--- src/rtl/aes_ctrl_pkg.sv ---
// Shared definitions for the multi-key cipher controller: FSM states,
// register word indices, CTRL bit positions and register-lock bit positions.
package aes_ctrl_pkg;

    typedef enum logic [2:0] {
        ST_IDLE = 3'd0,
        ST_LOAD = 3'd1,
        ST_BUSY = 3'd2,
        ST_DONE = 3'd3,
        ST_ERR  = 3'd4
    } state_t;

    // Register word indices (byte address >> 3).
    localparam int unsigned IDX_CTRL    = 0;
    localparam int unsigned IDX_STATUS  = 1;
    localparam int unsigned IDX_KEY_SEL = 2;
    localparam int unsigned IDX_DATA_IN = 4;
    localparam int unsigned IDX_KEY     = 32;

    // CTRL write bits.
    localparam int CTRL_START = 0;
    localparam int CTRL_CLEAR = 1;

    // Register-lock bit positions in reglk_ctrl_i.
    localparam int LK_CTRL    = 1;  // CTRL and KEY_SEL writes
    localparam int LK_DIN_RD  = 2;  // DATA_IN reads
    localparam int LK_DIN_WR  = 3;  // DATA_IN writes
    localparam int LK_RES_RD  = 4;  // RESULT reads
    localparam int LK_KEY_WR  = 5;  // KEY writes
    localparam int LK_STAT_RD = 6;  // STATUS reads

    // Width of an index selecting one of n items, never below one bit.
    function automatic int unsigned idx_width(input int unsigned n);
        return (n > 1) ? $clog2(n) : 1;
    endfunction

endpackage

--- src/rtl/aes_key_bank.sv ---
// Key storage for the cipher controller: NUM_KEYS slots of KEY_WORDS 32-bit
// words, a single-word write port, slot select mux and debug-mode masking.
module aes_key_bank #(
    parameter int NUM_KEYS  = 3,
    parameter int KEY_WORDS = 6,
    parameter int SEL_W     = 2,
    parameter int WORD_W    = 3
) (
    input  logic                    clk_i,
    input  logic                    rst_ni,
    input  logic                    wr_en,
    input  logic [SEL_W-1:0]        wr_slot,
    input  logic [WORD_W-1:0]       wr_word,
    input  logic [31:0]             wr_data,
    input  logic [SEL_W-1:0]        sel,
    input  logic                    mask,
    output logic [32*KEY_WORDS-1:0] key
);

    logic [31:0] key_mem [NUM_KEYS][KEY_WORDS];

    // Key word write; every slot is cleared on reset.
    // NOTE: key storage is reset explicitly (unlike a plain RAM) so no secret survives a reset.
    always_ff @(posedge clk_i or negedge rst_ni) begin
        if (!rst_ni) begin
            for (int k = 0; k < NUM_KEYS; k++)
                for (int w = 0; w < KEY_WORDS; w++)
                    key_mem[k][w] <= '0;
        end else if (wr_en) begin
            for (int k = 0; k < NUM_KEYS; k++)
                for (int w = 0; w < KEY_WORDS; w++)
                    if (wr_slot == SEL_W'(k) && wr_word == WORD_W'(w))
                        key_mem[k][w] <= wr_data;
        end
    end

    // Selected slot to the core, forced to zero while debug mode is active.
    always_comb begin
        key = '0;
        if (!mask) begin
            for (int k = 0; k < NUM_KEYS; k++)
                if (sel == SEL_W'(k))
                    for (int w = 0; w < KEY_WORDS; w++)
                        key[32*w +: 32] = key_mem[k][w];
        end
    end

endmodule

--- src/rtl/aes_multikey_ctrl.sv ---
// Register-mapped control block for a block-cipher core: key slots, input and
// result buffers, start/valid handshake, register locks, debug key masking and
// post-use zeroisation. Optional busy watchdog enabled by AES_WATCHDOG_EN.
module aes_multikey_ctrl
    import aes_ctrl_pkg::*;
#(
    parameter int NUM_KEYS    = 3,
    parameter int KEY_WORDS   = 6,
    parameter int DATA_WORDS  = 4,
    parameter int ADDR_W      = 9,
    parameter int TIMEOUT_CYC = 1024
) (
    input  logic                     clk_i,
    input  logic                     rst_ni,
    input  logic                     en_i,
    input  logic                     we_i,
    input  logic [ADDR_W-1:0]        addr_i,
    input  logic [63:0]              wdata_i,
    output logic [63:0]              rdata_o,
    input  logic [7:0]               reglk_ctrl_i,
    input  logic                     acct_ctrl_i,
    input  logic                     debug_mode_i,
    output logic                     core_start_o,
    output logic [32*KEY_WORDS-1:0]  core_key_o,
    output logic [32*DATA_WORDS-1:0] core_data_o,
    input  logic                     core_valid_i,
    input  logic [32*DATA_WORDS-1:0] core_out_i,
    output logic                     busy_o,
    output logic                     irq_o
);

    localparam int          SEL_W      = idx_width(NUM_KEYS);
    localparam int          WORD_W     = idx_width(KEY_WORDS);
    localparam int unsigned IDX_RESULT = IDX_DATA_IN + DATA_WORDS;
    localparam int unsigned KEY_SPAN   = NUM_KEYS * KEY_WORDS;

    state_t state, state_next;

    logic [31:0]       data_in [DATA_WORDS];
    logic [31:0]       result  [DATA_WORDS];
    logic [SEL_W-1:0]  key_sel;
    logic [SEL_W-1:0]  key_slot;
    logic [WORD_W-1:0] key_word;

    logic [31:0] wdata;
    logic [31:0] rdata;
    int unsigned widx, din_idx, res_idx, key_off;

    logic access, wr, rd;
    logic hit_ctrl, hit_status, hit_ksel, hit_din, hit_res, hit_key;
    logic busy, valid, err;
    logic start_cmd, clear_cmd, timeout;
    logic latch_res, zero_din, zero_res;
    logic din_we, ksel_we, key_we;
    logic unused_bits;

    // Bus decode: only the low data word and the word index are meaningful.
    assign wdata   = wdata_i[31:0];
    assign access  = en_i & acct_ctrl_i;
    assign wr      = access & we_i;
    assign rd      = access & ~we_i;
    assign widx    = 32'(addr_i[ADDR_W-1:3]);
    assign din_idx = widx - IDX_DATA_IN;
    assign res_idx = widx - IDX_RESULT;
    assign key_off = widx - IDX_KEY;

    assign hit_ctrl   = (widx == IDX_CTRL);
    assign hit_status = (widx == IDX_STATUS);
    assign hit_ksel   = (widx == IDX_KEY_SEL);
    assign hit_din    = (widx >= IDX_DATA_IN) && (widx < IDX_RESULT);
    assign hit_res    = (widx >= IDX_RESULT) && (widx < IDX_RESULT + DATA_WORDS);
    assign hit_key    = (widx >= IDX_KEY) && (widx < IDX_KEY + KEY_SPAN);

    assign key_slot = SEL_W'(key_off / KEY_WORDS);
    assign key_word = WORD_W'(key_off % KEY_WORDS);

    assign busy  = (state == ST_LOAD) || (state == ST_BUSY);
    assign valid = (state == ST_DONE);
    assign err   = (state == ST_ERR);

    assign start_cmd = wr & hit_ctrl & ~reglk_ctrl_i[LK_CTRL] & wdata[CTRL_START];
    assign clear_cmd = wr & hit_ctrl & ~reglk_ctrl_i[LK_CTRL] & wdata[CTRL_CLEAR];

    // DATA_IN is also frozen in DONE so a valid result always coexists with a
    // zeroised input buffer.
    assign din_we  = wr & hit_din & ~reglk_ctrl_i[LK_DIN_WR] & ~busy & ~valid;
    assign ksel_we = wr & hit_ksel & ~reglk_ctrl_i[LK_CTRL] & ~busy
                     & (wdata < 32'(NUM_KEYS));
    assign key_we  = wr & hit_key & ~reglk_ctrl_i[LK_KEY_WR] & ~busy;

`ifdef AES_WATCHDOG_EN
    localparam int WD_W = $clog2(TIMEOUT_CYC + 1);
    logic [WD_W-1:0] wd_cnt;

    // Busy watchdog: counts cycles spent in BUSY, restarts outside it.
    always_ff @(posedge clk_i or negedge rst_ni) begin
        if (!rst_ni)
            wd_cnt <= '0;
        else if (state == ST_BUSY)
            wd_cnt <= wd_cnt + 1'b1;
        else
            wd_cnt <= '0;
    end

    assign timeout = (state == ST_BUSY) && (wd_cnt == WD_W'(TIMEOUT_CYC - 1));
`else
    // Without the watchdog ERR is unreachable; TIMEOUT_CYC has no effect.
    assign timeout = 1'b0 & (TIMEOUT_CYC > 0);
`endif

    // State register.
    // NOTE: sequential state uses non-blocking assignments so every flop samples pre-edge values.
    always_ff @(posedge clk_i or negedge rst_ni) begin
        if (!rst_ni)
            state <= ST_IDLE;
        else
            state <= state_next;
    end

    // Next state plus buffer latch/zeroise strobes; clear beats start, debug beats valid.
    // NOTE: every signal of this block gets a default first, so no path infers a latch.
    always_comb begin
        state_next = state;
        latch_res  = 1'b0;
        zero_din   = 1'b0;
        zero_res   = clear_cmd;
        case (state)
            ST_IDLE: begin
                if (start_cmd && !clear_cmd)
                    state_next = ST_LOAD;
            end
            ST_LOAD: begin
                if (debug_mode_i) begin
                    state_next = ST_IDLE;
                    zero_din   = 1'b1;
                    zero_res   = 1'b1;
                end else if (clear_cmd) begin
                    state_next = ST_IDLE;
                end else begin
                    state_next = ST_BUSY;
                end
            end
            ST_BUSY: begin
                if (debug_mode_i) begin
                    state_next = ST_IDLE;
                    zero_din   = 1'b1;
                    zero_res   = 1'b1;
                end else if (clear_cmd) begin
                    state_next = ST_IDLE;
                end else if (core_valid_i) begin
                    state_next = ST_DONE;
                    latch_res  = 1'b1;
                    zero_din   = 1'b1;
                end else if (timeout) begin
                    state_next = ST_ERR;
                    zero_din   = 1'b1;
                end
            end
            ST_DONE: begin
                if (clear_cmd) begin
                    state_next = ST_IDLE;
                end else if (start_cmd) begin
                    state_next = ST_LOAD;
                    zero_res   = 1'b1;
                end
            end
            ST_ERR: begin
                if (clear_cmd)
                    state_next = ST_IDLE;
            end
            default: state_next = ST_IDLE;
        endcase
    end

    // Input buffer: bus writes when idle, zeroised after use or on abort.
    always_ff @(posedge clk_i or negedge rst_ni) begin
        if (!rst_ni) begin
            for (int unsigned i = 0; i < DATA_WORDS; i++)
                data_in[i] <= '0;
        end else if (zero_din) begin
            for (int unsigned i = 0; i < DATA_WORDS; i++)
                data_in[i] <= '0;
        end else if (din_we) begin
            for (int unsigned i = 0; i < DATA_WORDS; i++)
                if (din_idx == i)
                    data_in[i] <= wdata;
        end
    end

    // Result buffer: captures the core output, cleared on clear/restart/abort.
    always_ff @(posedge clk_i or negedge rst_ni) begin
        if (!rst_ni) begin
            for (int unsigned i = 0; i < DATA_WORDS; i++)
                result[i] <= '0;
        end else if (zero_res) begin
            for (int unsigned i = 0; i < DATA_WORDS; i++)
                result[i] <= '0;
        end else if (latch_res) begin
            for (int unsigned i = 0; i < DATA_WORDS; i++)
                result[i] <= core_out_i[32*i +: 32];
        end
    end

    // Key slot select; out-of-range values are dropped.
    always_ff @(posedge clk_i or negedge rst_ni) begin
        if (!rst_ni)
            key_sel <= '0;
        else if (ksel_we)
            key_sel <= SEL_W'(wdata);
    end

    aes_key_bank #(
        .NUM_KEYS  (NUM_KEYS),
        .KEY_WORDS (KEY_WORDS),
        .SEL_W     (SEL_W),
        .WORD_W    (WORD_W)
    ) u_key_bank (
        .clk_i   (clk_i),
        .rst_ni  (rst_ni),
        .wr_en   (key_we),
        .wr_slot (key_slot),
        .wr_word (key_word),
        .wr_data (wdata),
        .sel     (key_sel),
        .mask    (debug_mode_i),
        .key     (core_key_o)
    );

    // Input buffer flattened onto the core data bus.
    always_comb begin
        core_data_o = '0;
        for (int i = 0; i < DATA_WORDS; i++)
            core_data_o[32*i +: 32] = data_in[i];
    end

    // Combinational read mux with per-register read locks; keys never read back.
    always_comb begin
        rdata = '0;
        if (rd) begin
            if (hit_status) begin
                if (!reglk_ctrl_i[LK_STAT_RD])
                    rdata = {29'b0, err, valid, busy};
            end else if (hit_ksel) begin
                rdata = 32'(key_sel);
            end else if (hit_din) begin
                if (!reglk_ctrl_i[LK_DIN_RD])
                    for (int unsigned i = 0; i < DATA_WORDS; i++)
                        if (din_idx == i)
                            rdata = data_in[i];
            end else if (hit_res) begin
                if (!reglk_ctrl_i[LK_RES_RD])
                    for (int unsigned i = 0; i < DATA_WORDS; i++)
                        if (res_idx == i)
                            rdata = result[i];
            end
        end
    end

    assign rdata_o      = {32'h0, rdata};
    assign core_start_o = (state == ST_LOAD);
    assign busy_o       = busy;
    assign irq_o        = valid | err;

    assign unused_bits = ^{wdata_i[63:32], addr_i[2:0], reglk_ctrl_i[7], reglk_ctrl_i[0]};

endmodule

--- config.mk ---
export PLATFORM = sky130hd
export DESIGN_NAME = aes_multikey_ctrl
export DESIGN_NICKNAME = d
export VERILOG_FILES = /design/src/rtl/aes_ctrl_pkg.sv /design/src/rtl/aes_key_bank.sv /design/src/rtl/aes_multikey_ctrl.sv
export SDC_FILE = /design/constraint.sdc
export NUM_CORES = 2
export LEC_CHECK = 0
export ABC_AREA = 1
export CORE_MARGIN = 2
export CORE_UTILIZATION = 50
export DETAILED_ROUTE_END_ITERATION = 10
export PLACE_DENSITY = 0.82
export SLEW_MARGIN = 25
export SYNTH_ARGS = -nofsm -noshare
export SYNTH_HDL_FRONTEND = slang
export SYNTH_SLANG_ARGS = --single-unit
--- constraint.sdc ---
create_clock -name clk_i -period 3.7 [get_ports clk_i]
set_input_delay 0.37 -clock clk_i [delete_from_list [all_inputs] [get_ports clk_i]]
set_output_delay 0.37 -clock clk_i [all_outputs]
set_load 0.005 [all_outputs]
* Yosys cells after proc, flatten, opt, wreduce, memory -nomap -nowiden
Index checks and enable logic that the tools add are counted.
** Storage, ports and cells
- Register bits after elaboration :: 837
- Latch bits :: 0
- RAM bits :: 0
- Bits in read-only memories :: 0
- Output and inout bits :: 387
- Word-level logic and storage cells :: 200
- Memories :: 0
** Operators by class
- $add $sub $neg :: 3
- $mul :: 0
- Div/mod/pow operators :: 2
- Order comparisons :: 7
- Eq/ne operators :: 25
- Shifts and indexed selects :: 0
- Mux-type cells :: 49
- Bitwise logic cells :: 25
- Reductions and logical operators :: 61
** Operator list (count)
- $mux W192 :: 4
- $mux W32 :: 19
- $mux W128 :: 4
- $eq A32 B2 Y1 const B :: 4
- $logic_not A32 Y1 :: 3
- $eq A32 B1 Y1 const B :: 2
- $reduce_and A2 Y1 :: 22
- $div A32 B3 Y32 const B :: 1
- $lt A32 B2 Y1 const B :: 1
- $mod A32 B3 Y32 const B :: 1
- $mux W3 :: 8
- $logic_and A1 B1 Y1 :: 22
- $and A1 B1 Y1 :: 18
- $pmux W3 S5 :: 1
- $eq A3 B2 Y1 const B :: 4
- $lt A6 B4 Y1 const B :: 2
- $reduce_bool A2 Y1 :: 6
- $eq A3 B3 Y1 const B :: 3
- $mux W1 :: 9
- $sub A6 B3 Y7 const B :: 1
- $sub A6 B4 Y7 const B :: 1
- $sub A6 B6 Y7 const B :: 1
- $eq A3 B1 Y1 const B :: 2
- $eq A6 B1 Y1 const B :: 1
- other kinds (21) :: 32

* Longest topological paths before layout
- Word-level depth :: 12
- Mapped depth :: 17
- Gate-level depth less buffers :: 15

* By module
Synthesis repeated with hierarchy kept, for this count alone.
** Unflattened totals
- Cell total of the unflattened synthesis :: 5666
- Area, all modules :: 41792.6 um^2
** Modules (own cells, without submodules)
- aes_key_bank :: instances 1, cells each 3852, area an instance 28133.2 um^2, seq. area each 14413.8 um^2
- aes_multikey_ctrl :: instances 1, cells each 1814, area an instance 13659.4 um^2, seq. area each 6506.2 um^2

* Least setup slack after synthesis
Ideal clock, no wire load.
- Path kind :: input port to output port
- From :: input addr_i[6]
- To :: output rdata_o[30]
- Arrival :: 2119 ps
- Path slack :: 1211 ps
- Cell stages on the path :: 11
- Cell sequence :: buf_2 inv_2 ha_1 ha_1 nand4_1 nor2_1 clkbuf_1 a21oi_1 o211ai_1 nand2_1 a21boi_0
** Between the ends
- Longest elaborated chain between the ends :: 12
- Elaborated cells on any way between the ends :: 33
** Ends and longest elaborated chain
- start, declared :: line aes_multikey_ctrl.sv:17 : input logic [ADDR_W-1:0] addr_i,
- $sub A6 B4 Y7 :: line aes_multikey_ctrl.sv:64 : assign res_idx = widx - IDX_RESULT;
- $logic_not A32 Y1 :: line aes_multikey_ctrl.sv:253 : if (res_idx == i)
- $mux W32 (4 in a row) :: line aes_multikey_ctrl.sv:253
- $mux W32 :: line aes_multikey_ctrl.sv:251 : if (!reglk_ctrl_i[LK_RES_RD])
- $mux W32 :: line aes_multikey_ctrl.sv:250 : end else if (hit_res) begin
- $mux W32 :: line aes_multikey_ctrl.sv:245 : end else if (hit_din) begin
- $mux W32 :: line aes_multikey_ctrl.sv:243 : end else if (hit_ksel) begin
- $mux W32 * :: line aes_multikey_ctrl.sv:240 : if (hit_status) begin
- $mux W32 * :: line aes_multikey_ctrl.sv:239 : if (rd) begin
- end, declared :: line aes_multikey_ctrl.sv:19 : output logic [63:0] rdata_o,
Mark *: on every way between the ends. The rest lies on a longest branch, timed or not.

* Final worst setup path
- From :: register key_sel[1]
- To :: output core_key_o[63]
** Between the ends
- Longest elaborated chain between the ends :: 5
- Elaborated cells on any way between the ends :: 7
** Ends and longest elaborated chain
- start, declared :: line aes_multikey_ctrl.sv:41 : logic [SEL_W-1:0] key_sel;
- start signal, assigned :: line aes_multikey_ctrl.sv:209 : key_sel <= SEL_W'(wdata);
- $logic_not A2 Y1 :: line aes_key_bank.sv:42 : if (sel == SEL_W'(k))
- $mux W192 (2 in a row) :: line aes_key_bank.sv:42
- $mux W192 * :: line aes_key_bank.sv:42
- $mux W192 * :: line aes_key_bank.sv:40 : if (!mask) begin
- end, declared :: line aes_multikey_ctrl.sv:24 : output logic [32*KEY_WORDS-1:0] core_key_o,
Marked as above.

==> qor.csv <==
stage,metric,value,unit
run_status,status,"complete, no violations",
worst_setup_path,CP Max Fanout,194,
worst_setup_path,critical path arrival,3.31,ns
placed_design,# placed instances,6696,
synth,Async SR Flop Fraction,100,%
synth,register area share after synthesis,50.5,%
detailed_routing,Avg WL per Cell,23.9,µm
synth,most used flip-flop cell after synthesis,dfrtp_1,
worst_setup_path,CP bufs+invs,3,
grt,first-pass GRT wire length,245000,µm
placed_design,Placer Congestion,1.01,
sta,fin crit share,99.4,%
layout,layout cell share with drive strength beyond 1,6.64,%
die,core area,82000,µm²
power_and_ir_drop,Sw Ratio,32.1,%
layout,"Cell Count, Final, Fillers Out",6876,
sta,hold slack,0.304,ns
detailed_routing,final WL,164000,µm
sta,Clock Skew,0.0290,ns
synth,unique cell type count in the Yosys netlist,32,
power_and_ir_drop,Leak,0.0254,µW
synth,Synth Area per Inst,7.66,µm²
synth,Ys Warns,0,
layout,Multi-input gate area,17300,µm²
power_and_ir_drop,Pint,17700,µW
worst_setup_path,CP max stage delay,0.56,ns
layout,"most common cell after layout, fill and taps aside",nand2_1,
worst_setup_path,Worst path top cell family by delay,buffers and inverters,
synth,Post-Syn Area,41400,µm²
power_and_ir_drop,Clk pwr share,33.7,%
detailed_routing,first drt pass iteration count,6,
cts,Root Driver,clkbuf_16,
die,Die H,292,µm
die,Ports,603,
layout,Layout area overhead,23.2,%
power_and_ir_drop,worst vdd rail ir drop,0.367,mV
cts,Max Root-Sink Buffers,3,
placed_design,dpl ws,-0.0873,ns
cts,"Clk pin slew, worst setup/hold paths",0.06,ns
layout,most frequent cells in the layout,"1788 x nand2_1, 926 x nand3_1, 834 x dfrtp_1, 527 x clkdlybuf4s50_1, 323 x o21ai_0",
die,Cell Rows,105,
detailed_routing,Detail Route Antenna Nets,0,
sta,fin. max-slew vios,0,
synth,Yosys reg bits,836,
layout,Layout Nets,5946,
layout,fillers,6862,
detailed_routing,violation count after the first detailed-routing iteration,6730,
sta,Rel. slew slack,10.5,%
cts,Skew-Pair Late Insertion Delay,0.67,ns
min_path,Hold WC Path Type,in -> reg,
power_and_ir_drop,switching power,8350,µW
grt,GRT Resource Usage Total,37.6,%
worst_setup_path,Setup crit start kind,flop,
worst_setup_path,CP max-delay cell,buf_12,
cts,H-tree depth,3,
worst_setup_path,"Req. time, crit path",3.33,ns
sta,worst slew pin tran,1.34,ns
worst_setup_path,CP Class,reg -> out,
sta,Final min period,3.68,ns
cts,TritonCTS clock tree,built,
placed_design,DPL Wire Length,107000,µm
detailed_routing,post-DR vias/cell,6.10,
power_and_ir_drop,Seq pwr share,44.4,%
detailed_routing,via count,42000,
synth,"EDFF count, synth",0,
grt,largest net degree at the start of global routing,195,
sta,RSZ-0062 raised after global routing,false,
die,Die ar.,85100,µm²
grt,initial antenna violation count,25,
sta,Final Setup Violations,0,
grt,remaining global-route overflow,0,
power_and_ir_drop,PD cells,510,nW/µm²
cts,clock sink count,836,
detailed_routing,Residual DRC,0,
synth,Syn Inst Count,5406,
sta,setup_tns,0,ns
layout,Register Area,20900,µm²
cts,CTS buffer count,88,
worst_setup_path,worst-path cell chain,buf_12 > nand3_1 > o211ai_1 > nand2_1 > inv_1 > clkdlybuf4s50_1,
worst_setup_path,Worst setup EP type,output pin,
die,Starting Density,50.5,%
die,Chip Width,292,µm
grt,number of global-route vias before repair,38800,
flow_run,max_cap viols,0,
sta,Final Worst Setup Slack,0.0230,ns
sta,Max Fclk,0.272,GHz
sta,final hold vios,0,
placed_design,Buffers on Ports,533,
power_and_ir_drop,combinational power share,21.9,%
through the flow:
stage	util (%)	power [µW]	area, µm²
CTS	62.1	25900	50900
floorplan	-	13700	41500
finish	62.2	26000	51000
global route	62.2	26900	51000
global placement	58.6	17100	48000
detailed placement	58.6	17200	48000
routing by layer:
layer	track usage, %	routed length (µm)	vias up
met5	0	60	-
met4	22.1	10600	8
met3	9.98	21000	478
met2	53.4	70500	2978
met1	52.0	62400	20100
li1	-	-	18400
flip-flops by register name, summed over array words and instances, names as in the netlist:
register / count
state: 2
key_sel: 2
u_key_bank.key_mem: 576
result: 128
core_data_o: 128
kinds of logic after synthesis:
group | count (synthesis) | synth area share (%)
AO/OA/AOI/OAI | 650 | 8.70
adder cells (fa/ha/maj) | 7 | 0.212
buffers and inverters | 828 | 8.29
flip-flops | 836 | 50.5
other | 1 | 0.00906
AND/OR/NAND/NOR | 3084 | 32.3
worst reg2reg max path: stages, from the launching register on:
cell      delay (ns)
dfrtp_1         0.40
inv_1           0.15
ha_1            0.25
buf_4           0.18
inv_1           0.10
nand3b_1        0.12
nor3_1          0.35
nand2_1         0.19
inv_1           0.14
nand3_1         0.17
inv_6           0.29
buf_4           0.27
nand2_1         0.10
buf_4           0.24
nand2_1         0.10
nand2_1         0.05
cells in the mapped netlist, types with 2 or more instances:
cell       instances  share of area (%)
ha_1               7               0.21
o21ai_0          324                3.9
buf_4             48               0.87
inv_2              9              0.082
o2111ai_1          3              0.063
buf_1             44               0.40
a32oi_1           30               0.63
inv_1            283                2.6
o211ai_1          88                1.6
nor2_1           119                1.1
o21ai_1            3              0.036
or2_2              4              0.060
nand4_1          213                3.2
buf_2             73               0.88
buf_6              7               0.19
nor3_1            11               0.13
nand2_1         1789                 16
clkbuf_1         362                3.3
dfrtp_1          836                 51
a21oi_1          200                2.4
nor4_1             8               0.12
clkinv_1           2              0.018
nand3_1          928                 11
nand2_2            3              0.045
nor2_2             5              0.076
what timing repair did:
item,in CTS,in global routing
gates resized for setup,3,6
endpoints found under the setup margin,16,30
hold buffers,1,0
pin swaps,1,1
buffers inserted,5,0
gates cloned,0,1
endpoints found under the hold margin,73,0
worst paths after layout:
check	start	endpoint	slack, ns	depth (start not counted)
worst max-delay path	key_sel[1]	core_key_o[63]	0.02	6
worst min-delay path	core_out_i[17]	result[113]	0.30	3
max in group asynchronous	rst_ni	u_key_bank.key_mem[406]	2.17	4
worst max register to register	state[0]	u_key_bank.key_mem[449]	0.51	15
worst min register to register	u_key_bank.key_mem[522]	u_key_bank.key_mem[522]	0.47	2
min in group asynchronous	rst_ni	core_data_o[90]	0.36	2
layout make-up:
type                            instances  share of cell area, %
Antenna cell                           20                 0.0982
Multi-Input combinational cell       3774                   34.0
Sequential cell                       836                   41.0
Clock buffer                          131                   5.13
Tap cell                             1070                   2.63
Inverter                              294                   2.21
Timing Repair Buffer                  729                   14.5
Clock inverter                         22                  0.402
power by group through the flow:
stage	Clock, µW	Combinational (µW)	Sequential (µW)
finish	8770	5700	11500
global placement	0	5460	11600
CTS	8780	5630	11500
global route	9160	6120	11600
floorplan	0	2440	11300
detailed placement	0	5590	11600
Note: power is estimated with default switching activity, not from simulation.
